### src/rtl/ddr_arb_pkg.sv
// Shared defaults and helpers for the DDR read arbiter slice.
package ddr_arb_pkg;

  localparam int DEF_NUM_REQ         = 4;
  localparam int DEF_ADDR_W          = 32;
  localparam int DEF_MAX_OUTSTANDING = 8;
  localparam int DATA_W              = 8;

  typedef logic [DATA_W-1:0] ddr_byte_t;

  // Tag width for n requesters; never narrower than one bit.
  function automatic int id_width(input int n);
    return (n > 1) ? $clog2(n) : 1;
  endfunction

endpackage

### src/rtl/ddr_arb_tag_fifo.sv
// In-order tag FIFO: remembers which requester owns each in-flight read.
module ddr_arb_tag_fifo #(
  parameter int DEPTH = 8,
  parameter int WIDTH = 2,
  parameter int CNT_W = $clog2(DEPTH + 1)
) (
  input  logic             clk,
  input  logic             rst,
  input  logic             push,
  input  logic             pop,
  input  logic [WIDTH-1:0] din,
  output logic [WIDTH-1:0] dout,
  output logic [CNT_W-1:0] count,
  output logic             full,
  output logic             empty
);

  localparam int PTR_W = (DEPTH > 1) ? $clog2(DEPTH) : 1;

  logic [WIDTH-1:0] mem_q [DEPTH];
  logic [PTR_W-1:0] wr_ptr_q, wr_ptr_d;
  logic [PTR_W-1:0] rd_ptr_q, rd_ptr_d;
  logic [CNT_W-1:0] count_q, count_d;
  logic             push_ok, pop_ok;

  assign full    = (count_q == CNT_W'(DEPTH));
  assign empty   = (count_q == '0);
  assign push_ok = push & ~full;
  assign pop_ok  = pop & ~empty;
  assign count   = count_q;
  assign dout    = mem_q[rd_ptr_q];

  // Pointer advance with explicit wrap, and occupancy tracking.
  always_comb begin
    // NOTE: every always_comb output gets a default first so no path leaves it unassigned (no latch).
    wr_ptr_d = wr_ptr_q;
    rd_ptr_d = rd_ptr_q;
    count_d  = count_q;
    if (push_ok) wr_ptr_d = (wr_ptr_q == PTR_W'(DEPTH - 1)) ? '0 : wr_ptr_q + 1'b1;
    if (pop_ok)  rd_ptr_d = (rd_ptr_q == PTR_W'(DEPTH - 1)) ? '0 : rd_ptr_q + 1'b1;
    case ({push_ok, pop_ok})
      2'b10:   count_d = count_q + 1'b1;
      2'b01:   count_d = count_q - 1'b1;
      default: count_d = count_q;
    endcase
  end

  // Pointer and count registers.
  always_ff @(posedge clk or posedge rst) begin
    // NOTE: sequential state uses non-blocking assignments so all flops update together at the edge.
    if (rst) begin
      wr_ptr_q <= '0;
      rd_ptr_q <= '0;
      count_q  <= '0;
    end else begin
      wr_ptr_q <= wr_ptr_d;
      rd_ptr_q <= rd_ptr_d;
      count_q  <= count_d;
    end
  end

  // Tag storage write port.
  // NOTE: storage is not reset; entries are only read after being written, and count gates validity.
  always_ff @(posedge clk) begin
    if (push_ok) mem_q[wr_ptr_q] <= din;
  end

endmodule

### src/rtl/ddr_rd_arbiter.sv
// Round-robin read arbiter in front of a single in-order DDR read port,
// with credit limiting and response routing by tag.
module ddr_rd_arbiter
  import ddr_arb_pkg::*;
#(
  parameter int NUM_REQ         = DEF_NUM_REQ,
  parameter int ADDR_W          = DEF_ADDR_W,
  parameter int MAX_OUTSTANDING = DEF_MAX_OUTSTANDING,
  parameter int ID_W            = id_width(NUM_REQ)
) (
  input  logic                                     clk,
  input  logic                                     rst,
  input  logic [NUM_REQ-1:0]                       req_valid,
  input  logic [NUM_REQ*ADDR_W-1:0]                req_addr,
  output logic [NUM_REQ-1:0]                       req_ready,
  output logic [NUM_REQ-1:0]                       rsp_valid,
  output logic [DATA_W-1:0]                        rsp_data,
  output logic                                     mem_req_valid,
  output logic [ADDR_W-1:0]                        mem_req_addr,
  input  logic                                     mem_rsp_valid,
  input  logic [DATA_W-1:0]                        mem_rsp_data,
  output logic [$clog2(MAX_OUTSTANDING+1)-1:0]     outstanding,
  output logic                                     err_orphan
);

  logic [ID_W-1:0]    last_grant_q, last_grant_d;
  logic               mem_req_valid_q, mem_req_valid_d;
  logic [ADDR_W-1:0]  mem_req_addr_q, mem_req_addr_d;
  logic [NUM_REQ-1:0] rsp_valid_q, rsp_valid_d;
  ddr_byte_t          rsp_data_q, rsp_data_d;
  logic               err_orphan_q, err_orphan_d;

  logic [ID_W-1:0]    grant_idx;
  logic               grant_found;
  logic               handshake;
  logic               pop;
  logic [ID_W-1:0]    fifo_dout;
  logic               fifo_full, fifo_empty;

  // Find the first valid requester after the last granted one.
  always_comb begin
    grant_found = 1'b0;
    grant_idx   = '0;
    for (int k = 1; k <= NUM_REQ; k++) begin
      if (!grant_found && req_valid[(int'(last_grant_q) + k) % NUM_REQ]) begin
        grant_found = 1'b1;
        grant_idx   = ID_W'((int'(last_grant_q) + k) % NUM_REQ);
      end
    end
  end

  // Offer the grant only with a free credit; a same-cycle response does not count.
  always_comb begin
    req_ready = '0;
    if (!rst && !fifo_full && grant_found) req_ready[grant_idx] = 1'b1;
  end

  assign handshake = |(req_valid & req_ready);
  assign pop       = mem_rsp_valid & ~fifo_empty;

  // Next-state: issue the granted read, route the response, flag orphans.
  always_comb begin
    last_grant_d    = handshake ? grant_idx : last_grant_q;
    mem_req_valid_d = handshake;
    mem_req_addr_d  = handshake ? req_addr[int'(grant_idx)*ADDR_W +: ADDR_W] : mem_req_addr_q;
    rsp_valid_d     = '0;
    if (pop) rsp_valid_d[fifo_dout] = 1'b1;
    rsp_data_d      = pop ? mem_rsp_data : rsp_data_q;
    err_orphan_d    = err_orphan_q | (mem_rsp_valid & fifo_empty);
  end

  // Output and arbitration registers.
  always_ff @(posedge clk or posedge rst) begin
    if (rst) begin
      last_grant_q    <= ID_W'(NUM_REQ - 1);
      mem_req_valid_q <= 1'b0;
      mem_req_addr_q  <= '0;
      rsp_valid_q     <= '0;
      rsp_data_q      <= '0;
      err_orphan_q    <= 1'b0;
    end else begin
      last_grant_q    <= last_grant_d;
      mem_req_valid_q <= mem_req_valid_d;
      mem_req_addr_q  <= mem_req_addr_d;
      rsp_valid_q     <= rsp_valid_d;
      rsp_data_q      <= rsp_data_d;
      err_orphan_q    <= err_orphan_d;
    end
  end

  ddr_arb_tag_fifo #(
    .DEPTH (MAX_OUTSTANDING),
    .WIDTH (ID_W),
    .CNT_W ($clog2(MAX_OUTSTANDING + 1))
  ) u_tag_fifo (
    .clk   (clk),
    .rst   (rst),
    .push  (handshake),
    .pop   (pop),
    .din   (grant_idx),
    .dout  (fifo_dout),
    .count (outstanding),
    .full  (fifo_full),
    .empty (fifo_empty)
  );

  assign mem_req_valid = mem_req_valid_q;
  assign mem_req_addr  = mem_req_addr_q;
  assign rsp_valid     = rsp_valid_q;
  assign rsp_data      = rsp_data_q;
  assign err_orphan    = err_orphan_q;

endmodule

### config.mk
export PLATFORM = sky130hd
export DESIGN_NAME = ddr_rd_arbiter
export DESIGN_NICKNAME = d
export VERILOG_FILES = /design/src/rtl/ddr_arb_pkg.sv /design/src/rtl/ddr_arb_tag_fifo.sv /design/src/rtl/ddr_rd_arbiter.sv
export SDC_FILE = /design/constraint.sdc
export NUM_CORES = 1
export LEC_CHECK = 0
export CAP_MARGIN = 20
export CORE_ASPECT_RATIO = 1.4
export CORE_UTILIZATION = 45
export DETAILED_ROUTE_END_ITERATION = 16
export PLACE_DENSITY_LB_ADDON = 0.25
export RECOVER_POWER = 100
export SETUP_SLACK_MARGIN = 0.02
export SLEW_MARGIN = 20
export SYNTH_ARGS = -nofsm -noshare
export SYNTH_HDL_FRONTEND = slang
export SYNTH_SLANG_ARGS = --single-unit
### constraint.sdc
create_clock -name clk -period 4.43 [get_ports clk]
set_input_delay 0.6645 -clock clk [delete_from_list [all_inputs] [get_ports clk]]
set_output_delay 0.6645 -clock clk [all_outputs]
set_load 0.005 [all_outputs]
==> results of run 1 <==
-- metrics by stage --
step	setup WS [ps]	area, um^2
after floorplan	1710	4140
after global placement	895	6130
after detailed placement	760	6130
after CTS	750	6390
after global routing	327	6340
final	538	6340
-- layout by cell type, fill, tap and decap left out, types with 5 or more instances in the layout --
master           count
a211oi_1            24
dfrtp_1             56
ha_1                 7
inv_1                7
a211oi_2             7
nand2b_1             5
nor3_1               9
a21oi_1             32
nor2_1              41
clkbuf_1             7
clkbuf_16            9
dlygate4sd3_1       54
nand2_1             77
a2111oi_0           31
edfxtp_1            16
clkdlybuf4s50_1    142
o31a_1              32
buf_4                8
-- registers in the layout, indices dropped and copies added (netlist names) --
name                 count
last_grant_q             2
rsp_data                 8
u_tag_fifo.count         4
u_tag_fifo.rd_ptr_q      3
mem_req_addr            32
u_tag_fifo.wr_ptr_q      3
mem_req_valid            1
err_orphan               1
rsp_valid                4
u_tag_fifo.mem_q        16
-- final cells by class --
cell class | instances | area [um^2]
clock buffers | 13 | 240
clock inverters | 3 | 16.3
fillers | 683 | 2640
inverters | 7 | 26.3
multi-input cells | 301 | 1950
flip-flops and latches | 74 | 1930
well taps | 107 | 134
repair buffers | 207 | 2030
-- cells in the mapped netlist (2+ instances only) --
| cell type | instances |
|---|---|
| a2111oi_0 | 25 |
| a2111oi_1 | 7 |
| a211oi_1 | 24 |
| a211oi_2 | 7 |
| a21o_1 | 4 |
| a21oi_1 | 32 |
| buf_2 | 12 |
| buf_6 | 4 |
| clkbuf_1 | 20 |
| dfrtp_1 | 56 |
| dfstp_2 | 2 |
| edfxtp_1 | 16 |
| ha_1 | 7 |
| inv_1 | 6 |
| mux2i_1 | 3 |
| mux4_2 | 4 |
| nand2_1 | 76 |
| nand2b_1 | 5 |
| nor2_1 | 41 |
| nor3_1 | 8 |
| nor3b_1 | 3 |
| nor4_1 | 2 |
| nor4b_1 | 2 |
| o21ai_0 | 2 |
| o31a_1 | 32 |
| xnor2_1 | 2 |
| xor2_1 | 2 |
-- critical path: stages --
cell	delay [ps]
dlygate4sd3_1	640
nor2_1	60
a221o_1	560
inv_1	170
nand2_1	360
nor2_1	200
dlygate4sd3_1	580
-- cells by family after synthesis --
group	after synthesis	synth area share
adder cells (fa/ha/maj)	8	0.0260
XOR/XNOR	4	0.00847
multiplexers	7	0.0290
flip-flops	74	0.468
buffers and inverters	44	0.0517
AND/OR/NAND/NOR	144	0.150
AO/OA/AOI/OAI	138	0.267
-- power by group --
part	switching (mW)	internal (mW)	total, mW
Combinational	0.846	0.811	1.66
Clock	0.267	0.377	0.644
Sequential	0.204	0.993	1.20
-- worst min-delay path by stage --
stage	endpoint	cells after the start	startpoint
after detailed placement	rsp_data[3]	2	rsp_data[3]
after global routing	rsp_data[0]	2	rsp_data[0]
final	rsp_data[3]	2	rsp_data[3]
after floorplan	err_orphan	1	err_orphan
after CTS	rsp_data[3]	2	rsp_data[3]
after global placement	err_orphan	1	err_orphan
-- per-layer routing --
layer | wire length [um] | global-route usage
met1 | 4900 | 0.326
met2 | 7260 | 0.536
met3 | 934 | 0.0726
met4 | 444 | 0.139
met5 | 0 | 0
==> results.py, run 1 <==
metrics = {
    "timing": {
        "worst_hold_slack_ps": 472,
        "setup-violations-final": 0,
        "maxSlewHeadroom": -0.0529,
        "period_share": 0.878,
        "max_freq_mhz": 257,
        "fin_skew_ps": 6.19,
        "hold_viol": 0,
        "rsz0062_at_grt": "false",
        "period_minus_slack_ps": 3890,
        "finalSetupTns_ps": 0,
        "slew_violations": 29,
        "worstMarginPinSlew_ps": 1580,
    },
    "setup_path": {
        "endpoint": "req_ready[2]",
        "start_kind": "input port",
        "arrival_ps": 3230,
        "regToRegSetupSlack_ps": 1290,
        "end_kind": "output pin",
        "r2r_end": "u_tag_fifo.count[3]",
        "path_class": "input port to output pin",
        "reg2reg_depth": 10,
        "crit_fanout": 15,
        "crit-reg2reg-launch": "u_tag_fifo.count[1]",
        "required_ps": 3770,
        "crit_start": "req_valid[1]",
    },
    "clocking": {
        "cts_hold_buf": 0,
        "clkLatencyLatePin_ps": 330,
        "cts_htree_levels": 3,
        "cts_resized": 0,
        "cts.sinks": 74,
        "cts_buffer_depth": 2,
        "cts_buffers": 9,
        "clk_pin_slew_ps": 50,
        "clockRootBuffer": "clkbuf_16",
        "post-cts-setup-buffers": 0,
        "cts_tree": "done",
    },
    "synthesis": {
        "synth_edf_count": 16,
        "synth_flop_cell": "dfrtp_1",
        "seq_area_frac_synth": 0.468,
        "ys_seq_elements": 74,
        "syn-num-nets": 570,
        "yosys_warnings": 0,
        "yosysUniqueCellTypes": 42,
        "syn-cell-area_um2": 4140,
        "yosysTopAreaCellShare": 0.339,
        "syn_avg_cell_area_um2": 9.87,
        "syn_inst": 419,
        "synth-async-reset-ratio": 0.784,
        "yosysTopAreaCell": "dfrtp_1",
        "synthTopCellsByArea": "dfrtp_1 34%, edfxtp_1 12%, nand2_1 6.9%",
    },
    "pwr": {
        "powerDensity_nw_per_um2": 552,
        "ir_drop_mv": 0.370,
        "total_power_mw": 3.50,
        "p_leak_nw": 2.46,
    },
    "placement": {
        "io_buffers": 196,
        "place_hpwl_um": 9710,
        "place_congestion": 0.944,
        "placed_cells": 696,
    },
    "floorplan": {
        "die_area_um2": 9580,
        "initial_core_util": 0.461,
        "die_x_um": 83.0,
        "core_area_um2": 8980,
        "boundaryPins": 197,
        "rows": 41,
        "die_height_um": 115,
    },
    "drt": {
        "detailedRoute.firstPassIterationCount": 5,
        "drt-initial-drc-count": 257,
        "wl_per_cell_um": 19.0,
        "num_vias": 4202,
        "vias_per_cell": 5.90,
        "wl_um": 13500,
        "drtAntennaViolNets": 0,
        "drc_errors": 0,
    },
    "cells_and_area": {
        "antenna_cells": 0,
        "fin_cells": 712,
        "drive_gt1_frac": 0.0579,
        "area_growth_pct": 53.3,
        "finalNetCount": 751,
        "fin_util": 0.706,
    },
    "global_route": {
        "grt_max_degree": 50,
        "grtUsageTotal": 0.295,
        "antenna_found_initial": 0,
        "grt_overflow_total": 0,
        "grt_pass1_wl_um": 22100,
        "grt_pass1_vias": 4535,
    },
    "status": {
        "violations": "max-capacitance violations, max-slew violations",
        "outcome": "finished with violations",
    },
    "worst_hold_path": {
        "hold_path.class": "flip-flop to flip-flop",
    },
    "job": {
        "max_cap_violations": 1,
    },
}
No activity file was read; power rests on OpenSTA's default activity.
==> inputs of run 2 (changes only) <==
--- a/config.mk
+++ b/config.mk
@@ -9,6 +9,8 @@
 export CORE_ASPECT_RATIO = 1.4
 export CORE_UTILIZATION = 45
 export DETAILED_ROUTE_END_ITERATION = 16
+export GPL_ROUTABILITY_DRIVEN = 0
+export MAX_ROUTING_LAYER = met4
 export PLACE_DENSITY_LB_ADDON = 0.25
 export RECOVER_POWER = 100
 export SETUP_SLACK_MARGIN = 0.02
==> run 2 against run 1 <==
Compared with the run above:
- the flow still finishes with violations (max-capacitance violations, max-slew violations)
- final cell count stayed put
- fmax is 0.25% lower
- sequential cell count stayed put
- sequential share of layout area stayed put
- total power hardly changed
- via count is 0.29% higher
- clock skew hardly changed
- routed wire length hardly changed
- register-to-register slack worse by 20 ps
- critical path type unchanged
- critical endpoint is now req_ready[0]
==> results.py, run 2 (synthesis gave the netlist of run 1 again) <==
metrics = {
    "timing": {
        "setup_slack_ps": 529,
        "setup-violations-final": 0,
        "worst_hold_slack_ps": 471,
        "hold_viol": 0,
        "fin_skew_ps": 5.76,
        "max_freq_mhz": 256,
        "finalSetupTns_ps": 0,
        "rsz0062_at_grt": "false",
        "period_minus_slack_ps": 3900,
        "worstMarginPinSlew_ps": 1580,
        "period_share": 0.881,
        "maxSlewHeadroom": -0.0507,
        "slew_violations": 29,
    },
    "clocking": {
        "cts_buffers": 9,
        "clk_pin_slew_ps": 60,
        "cts_buffer_depth": 2,
        "cts.sinks": 74,
        "post-cts-setup-buffers": 0,
        "clockRootBuffer": "clkbuf_16",
        "cts_resized": 0,
        "clkLatencyLatePin_ps": 330,
        "cts_hold_buf": 0,
        "cts_htree_levels": 3,
        "cts_tree": "done",
    },
    "pwr": {
        "powerDensity_nw_per_um2": 552,
        "combPwrFrac": 0.473,
        "p_int_mw": 2.18,
        "p_seq_frac": 0.343,
        "clkPwrFrac": 0.185,
        "total_power_mw": 3.50,
        "sw_frac_of_total": 0.377,
        "ir_drop_mv": 0.372,
        "p_switching_mw": 1.32,
        "p_leak_nw": 2.46,
    },
    "placement": {
        "placed_cells": 696,
        "dp_slack_ps": 760,
        "io_buffers": 196,
        "place_hpwl_um": 9710,
    },
    "setup_path": {
        "arrival_ps": 3240,
        "start_kind": "input port",
        "crit_fanout": 33,
        "end_kind": "output pin",
        "required_ps": 3770,
        "path_class": "input port to output pin",
    },
    "drt": {
        "wl_um": 13500,
        "drc_errors": 0,
        "drt-initial-drc-count": 299,
        "num_vias": 4214,
        "vias_per_cell": 5.92,
        "wl_per_cell_um": 19.0,
        "detailedRoute.firstPassIterationCount": 5,
        "drtAntennaViolNets": 0,
    },
    "cells_and_area": {
        "fin_cells": 712,
        "final_common_cell": "clkdlybuf4s50_1",
        "antenna_cells": 0,
        "area_growth_pct": 53.3,
        "largest_register_ffs": 32,
        "multi_input_area_um2": 1950,
        "finalNetCount": 751,
        "ff_latch_area_um2": 1930,
        "drive_gt1_frac": 0.0579,
        "fillers": 683,
        "final_cell_mix": "142 x clkdlybuf4s50_1, 77 x nand2_1, 56 x dfrtp_1, 54 x dlygate4sd3_1, 41 x nor2_1",
    },
    "floorplan": {
        "boundaryPins": 197,
        "rows": 41,
        "die_x_um": 83.0,
        "core_area_um2": 8980,
        "initial_core_util": 0.461,
        "die_height_um": 115,
        "die_area_um2": 9580,
    },
    "status": {
        "violations": "max-capacitance violations, max-slew violations",
        "outcome": "finished with violations",
    },
    "global_route": {
        "antenna_found_initial": 0,
        "grt_max_degree": 50,
        "grt_pass1_wl_um": 22100,
        "grtUsageTotal": 0.305,
        "grt_overflow_total": 0,
        "grt_pass1_vias": 4553,
    },
    "worst_hold_path": {
        "hold_path.class": "flip-flop to flip-flop",
    },
    "job": {
        "max_cap_violations": 1,
    },
}
## run 2: final cells by class
type,instances,area share
Timing Repair Buffer,207,0.321
Clock inverter,3,0.00257
Clock buffer,13,0.0379
Tap cell,107,0.0211
Inverter,7,0.00415
Multi-Input combinational cell,301,0.308
Sequential cell,74,0.305
## run 2: per-layer routing
layer,up-vias,wire length (um),global-route usage
met1,2026,4920,0.329
li1,1931,-,-
met3,32,915,0.0698
met5,-,0,-
met2,225,7280,0.534
met4,0,431,0.140
## run 2: per-stage QoR
step	cell area (um^2)	util
2_1_floorplan	4140	-
3_3_place_gp	6130	0.683
5_1_grt	6340	0.706
4_1_cts	6390	0.712
3_5_place_dp	6130	0.683
6_report	6340	0.706
## run 2: worst max-delay path: stages
cell and delay, ps:
dlygate4sd3_1 610, nor2_1 200, nor3_4 40, buf_4 240, nor3_1 290, inv_1 360
nor3_1 280, clkdlybuf4s50_1 530
## run 2: worst paths after layout
path / to / cells after the start / slack (ps) / startpoint
min in group asynchronous: rsp_data[0] / 2 / 1140 / rst
max: req_ready[0] / 8 / 530 / req_valid[1]
max in group asynchronous: mem_req_addr[16] / 3 / 1240 / rst
min: rsp_data[3] / 2 / 470 / rsp_data[3]
max reg2reg: u_tag_fifo.count[3] / 10 / 1270 / u_tag_fifo.count[1]
min reg2reg: rsp_data[3] / 2 / 470 / rsp_data[3]
## run 2: power groups by stage
stage,sequential (mW),combinational [mW],clock [mW]
floorplan,1.18,0.955,0
global placement,1.21,1.70,0
detailed placement,1.22,1.76,0
CTS,1.21,1.77,0.651
global route,1.24,1.82,0.688
finish,1.20,1.65,0.647
==> inputs of run 3 (changes only) <==
--- a/config.mk
+++ b/config.mk
@@ -7,7 +7,7 @@
 export LEC_CHECK = 0
 export CAP_MARGIN = 20
 export CORE_ASPECT_RATIO = 1.4
-export CORE_UTILIZATION = 45
+export CORE_UTILIZATION = 44
 export DETAILED_ROUTE_END_ITERATION = 16
 export GPL_ROUTABILITY_DRIVEN = 0
 export MAX_ROUTING_LAYER = met4
@@ -17,4 +17,5 @@
 export SLEW_MARGIN = 20
 export SYNTH_ARGS = -nofsm -noshare
 export SYNTH_HDL_FRONTEND = slang
+export SYNTH_HIERARCHICAL = 1
 export SYNTH_SLANG_ARGS = --single-unit
==> run 3 against run 2 <==
Compared with the run above:
- the run still ends with max-capacitance violations, max-slew violations left
- via count is 17% lower
- routed wire length is 11% lower
- critical path depth is 1 higher
- register-to-register slack worse by 120 ps
- first-iteration DRC count is 57% lower
- sequential share of layout area is 0.76 points higher
- critical path type unchanged
==> results.py, run 3 <==
metrics = {
    "setup_path": {
        "path_class": "input port to output pin",
        "required_ps": 3770,
        "r2r_end": "u_tag_fifo/count[3]",
        "crit_fanout": 35,
        "cp_cell_sequence": "dlygate4sd3_1, a21oi_1, a31oi_1, a21oi_1, clkbuf_1, nand2_2, buf_4, nor2_1, dlygate4sd3_1",
        "arrival_ps": 3040,
        "reg2reg_depth": 10,
        "cp_slowest_cell": "dlygate4sd3_1",
        "start_kind": "input port",
        "regToRegSetupSlack_ps": 1150,
        "critPathMaxStageDelay_ps": 600,
        "crit-reg2reg-launch": "u_tag_fifo/count[0]",
        "end_kind": "output pin",
    },
    "floorplan": {
        "die_area_um2": 9450,
        "die_height_um": 115,
        "die_x_um": 82.5,
        "boundaryPins": 197,
        "rows": 40,
        "core_area_um2": 8710,
        "initial_core_util": 0.458,
    },
    "pwr": {
        "ir_drop_mv": 0.352,
        "clkPwrFrac": 0.189,
        "p_switching_mw": 1.18,
        "p_leak_nw": 2.66,
        "combPwrFrac": 0.455,
        "p_seq_frac": 0.355,
        "powerDensity_nw_per_um2": 548,
        "sw_frac_of_total": 0.347,
        "p_int_mw": 2.22,
    },
    "synthesis": {
        "syn_avg_cell_area_um2": 12.0,
        "yosysTopAreaCell": "dfrtp_1",
        "synth_common_cells": "66 x mux2i_1, 56 x dfrtp_1, 42 x nand2_1, 32 x o221ai_1, 16 x edfxtp_1",
        "yosys_warnings": 6,
        "syn_inst": 333,
        "ys_seq_elements": 74,
        "yosysUniqueCellTypes": 47,
        "synth_flop_cell": "dfrtp_1",
        "synth-async-reset-ratio": 0.784,
        "synth_most_common_cell": "mux2i_1",
        "yosysTopAreaCellShare": 0.351,
        "synth_edf_count": 16,
        "syn-num-nets": 484,
        "syn-cell-area_um2": 3990,
        "seq_area_frac_synth": 0.485,
        "synthTopCellsByArea": "dfrtp_1 35%, mux2i_1 17%, edfxtp_1 12%",
    },
    "cells_and_area": {
        "final_cell_mix": "139 x clkdlybuf4s50_1, 66 x mux2i_1, 57 x dlygate4sd3_1, 56 x dfrtp_1, 43 x nand2_1",
        "finalNetCount": 674,
        "area_growth_pct": 55.1,
        "final_common_cell": "clkdlybuf4s50_1",
        "largest_register_ffs": 32,
        "drive_gt1_frac": 0.0701,
    },
    "timing": {
        "rsz0062_at_grt": "false",
        "period_share": 0.837,
        "fin_skew_ps": 5.47,
        "maxSlewHeadroom": -0.483,
        "finalSetupTns_ps": 0,
        "worst_hold_slack_ps": 458,
        "setup-violations-final": 0,
        "period_minus_slack_ps": 3710,
        "slew_violations": 49,
        "worstMarginPinSlew_ps": 2210,
        "hold_viol": 0,
        "max_freq_mhz": 270,
    },
    "drt": {
        "drc_errors": 0,
        "vias_per_cell": 5.50,
        "wl_met3_um": 884,
        "detailedRoute.firstPassIterationCount": 4,
        "dr_wl_met2_um": 6580,
        "wl_um": 12100,
        "drt-initial-drc-count": 129,
        "m1WireLength_um": 4480,
        "drtAntennaViolNets": 0,
        "num_vias": 3485,
        "top_layer_used": "met4",
        "wl_per_cell_um": 19.1,
    },
    "worst_hold_path": {
        "hold_path.startpoint": "err_orphan",
        "min_path_cells": 1,
        "hold_end": "err_orphan",
        "hold_path.class": "flip-flop to flip-flop",
    },
    "clocking": {
        "cts_htree_levels": 3,
        "clockRootBuffer": "clkbuf_16",
        "cts_buffers": 9,
        "cts.sinks": 74,
        "cts_buffer_depth": 2,
        "cts_tree": "done",
        "cts_hold_buf": 0,
        "clkLatencyLatePin_ps": 330,
        "clk_pin_slew_ps": 50,
        "post-cts-setup-buffers": 0,
        "cts_resized": 0,
    },
    "job": {
        "max_cap_violations": 1,
    },
    "global_route": {
        "grtUsageTotal": 0.277,
        "grt_pass1_vias": 3621,
        "antenna_found_initial": 1,
        "grt_max_degree": 63,
        "grt_overflow_total": 0,
        "grt_pass1_wl_um": 18200,
    },
    "placement": {
        "io_buffers": 196,
        "place_hpwl_um": 9020,
    },
    "status": {
        "outcome": "finished with violations",
        "violations": "max-capacitance violations, max-slew violations",
    },
}
## run 3: cell families after synthesis
| family | count (synthesis) | share of synthesized area |
|---|---|---|
| buffers and inverters | 34 | 0.0502 |
| and+or+nand+nor | 81 | 0.0982 |
| muxes | 85 | 0.233 |
| adders and majority gates | 8 | 0.0270 |
| AOI/OAI and AO/OA | 49 | 0.102 |
| DFF | 74 | 0.485 |
| xor gates and xnor gates | 2 | 0.00439 |
## run 3: worst max-delay path by stage
stage / cells after the start / start / endpoint
CTS: 8 / u_tag_fifo/count[0] / req_ready[2]
finish: 9 / req_valid[0] / req_ready[3]
global route: 9 / req_valid[0] / req_ready[2]
floorplan: 11 / u_tag_fifo/count[0] / u_tag_fifo/count[3]
global placement: 8 / req_valid[0] / req_ready[2]
detailed placement: 10 / req_valid[0] / u_tag_fifo/count[3]
## run 3: per-stage QoR
stage	instance area (um^2)	utilization	total power, mW	setup slack, ps	instances
floorplan	3990	-	2.09	1510	333
global placement	5980	0.686	2.81	1080	617
detailed placement	5980	0.686	2.88	1050	617
CTS	6230	0.716	3.54	1030	633
global route	6180	0.710	3.60	528	634
finish	6180	0.710	3.39	722	634
## run 3: routing by layer
layer	track usage	up-vias
met5	-	-
met4	0.0842	0
met3	0.0861	13
met2	0.485	155
met1	0.292	1696
li1	-	1621
## run 3: area by class of cell
| class | instances | area, um^2 |
|---|---|---|
| Antenna cell | 1 | 2.50 |
| Clock buffer | 12 | 236 |
| Clock inverter | 4 | 20.0 |
| Fill cell | 675 | 2520 |
| Inverter | 11 | 42.5 |
| Multi-Input combinational cell | 225 | 1820 |
| Sequential cell | 74 | 1930 |
| Tap cell | 105 | 131 |
| Timing Repair Buffer | 202 | 2000 |
## run 3: power by group through the flow
stage / combinational [mW] / clock (mW) / sequential, mW
after floorplan: 0.918 / 0 / 1.18
after global placement: 1.60 / 0 / 1.21
after detailed placement: 1.66 / 0 / 1.22
after CTS: 1.67 / 0.653 / 1.22
after global routing: 1.67 / 0.685 / 1.24
final: 1.54 / 0.642 / 1.20
## run 3: critical path: cells and delay by family
family,cells,cell delay (ps)
and+or+nand+nor,2,210
buffers and inverters,4,1780
AOI/OAI and AO/OA,3,360
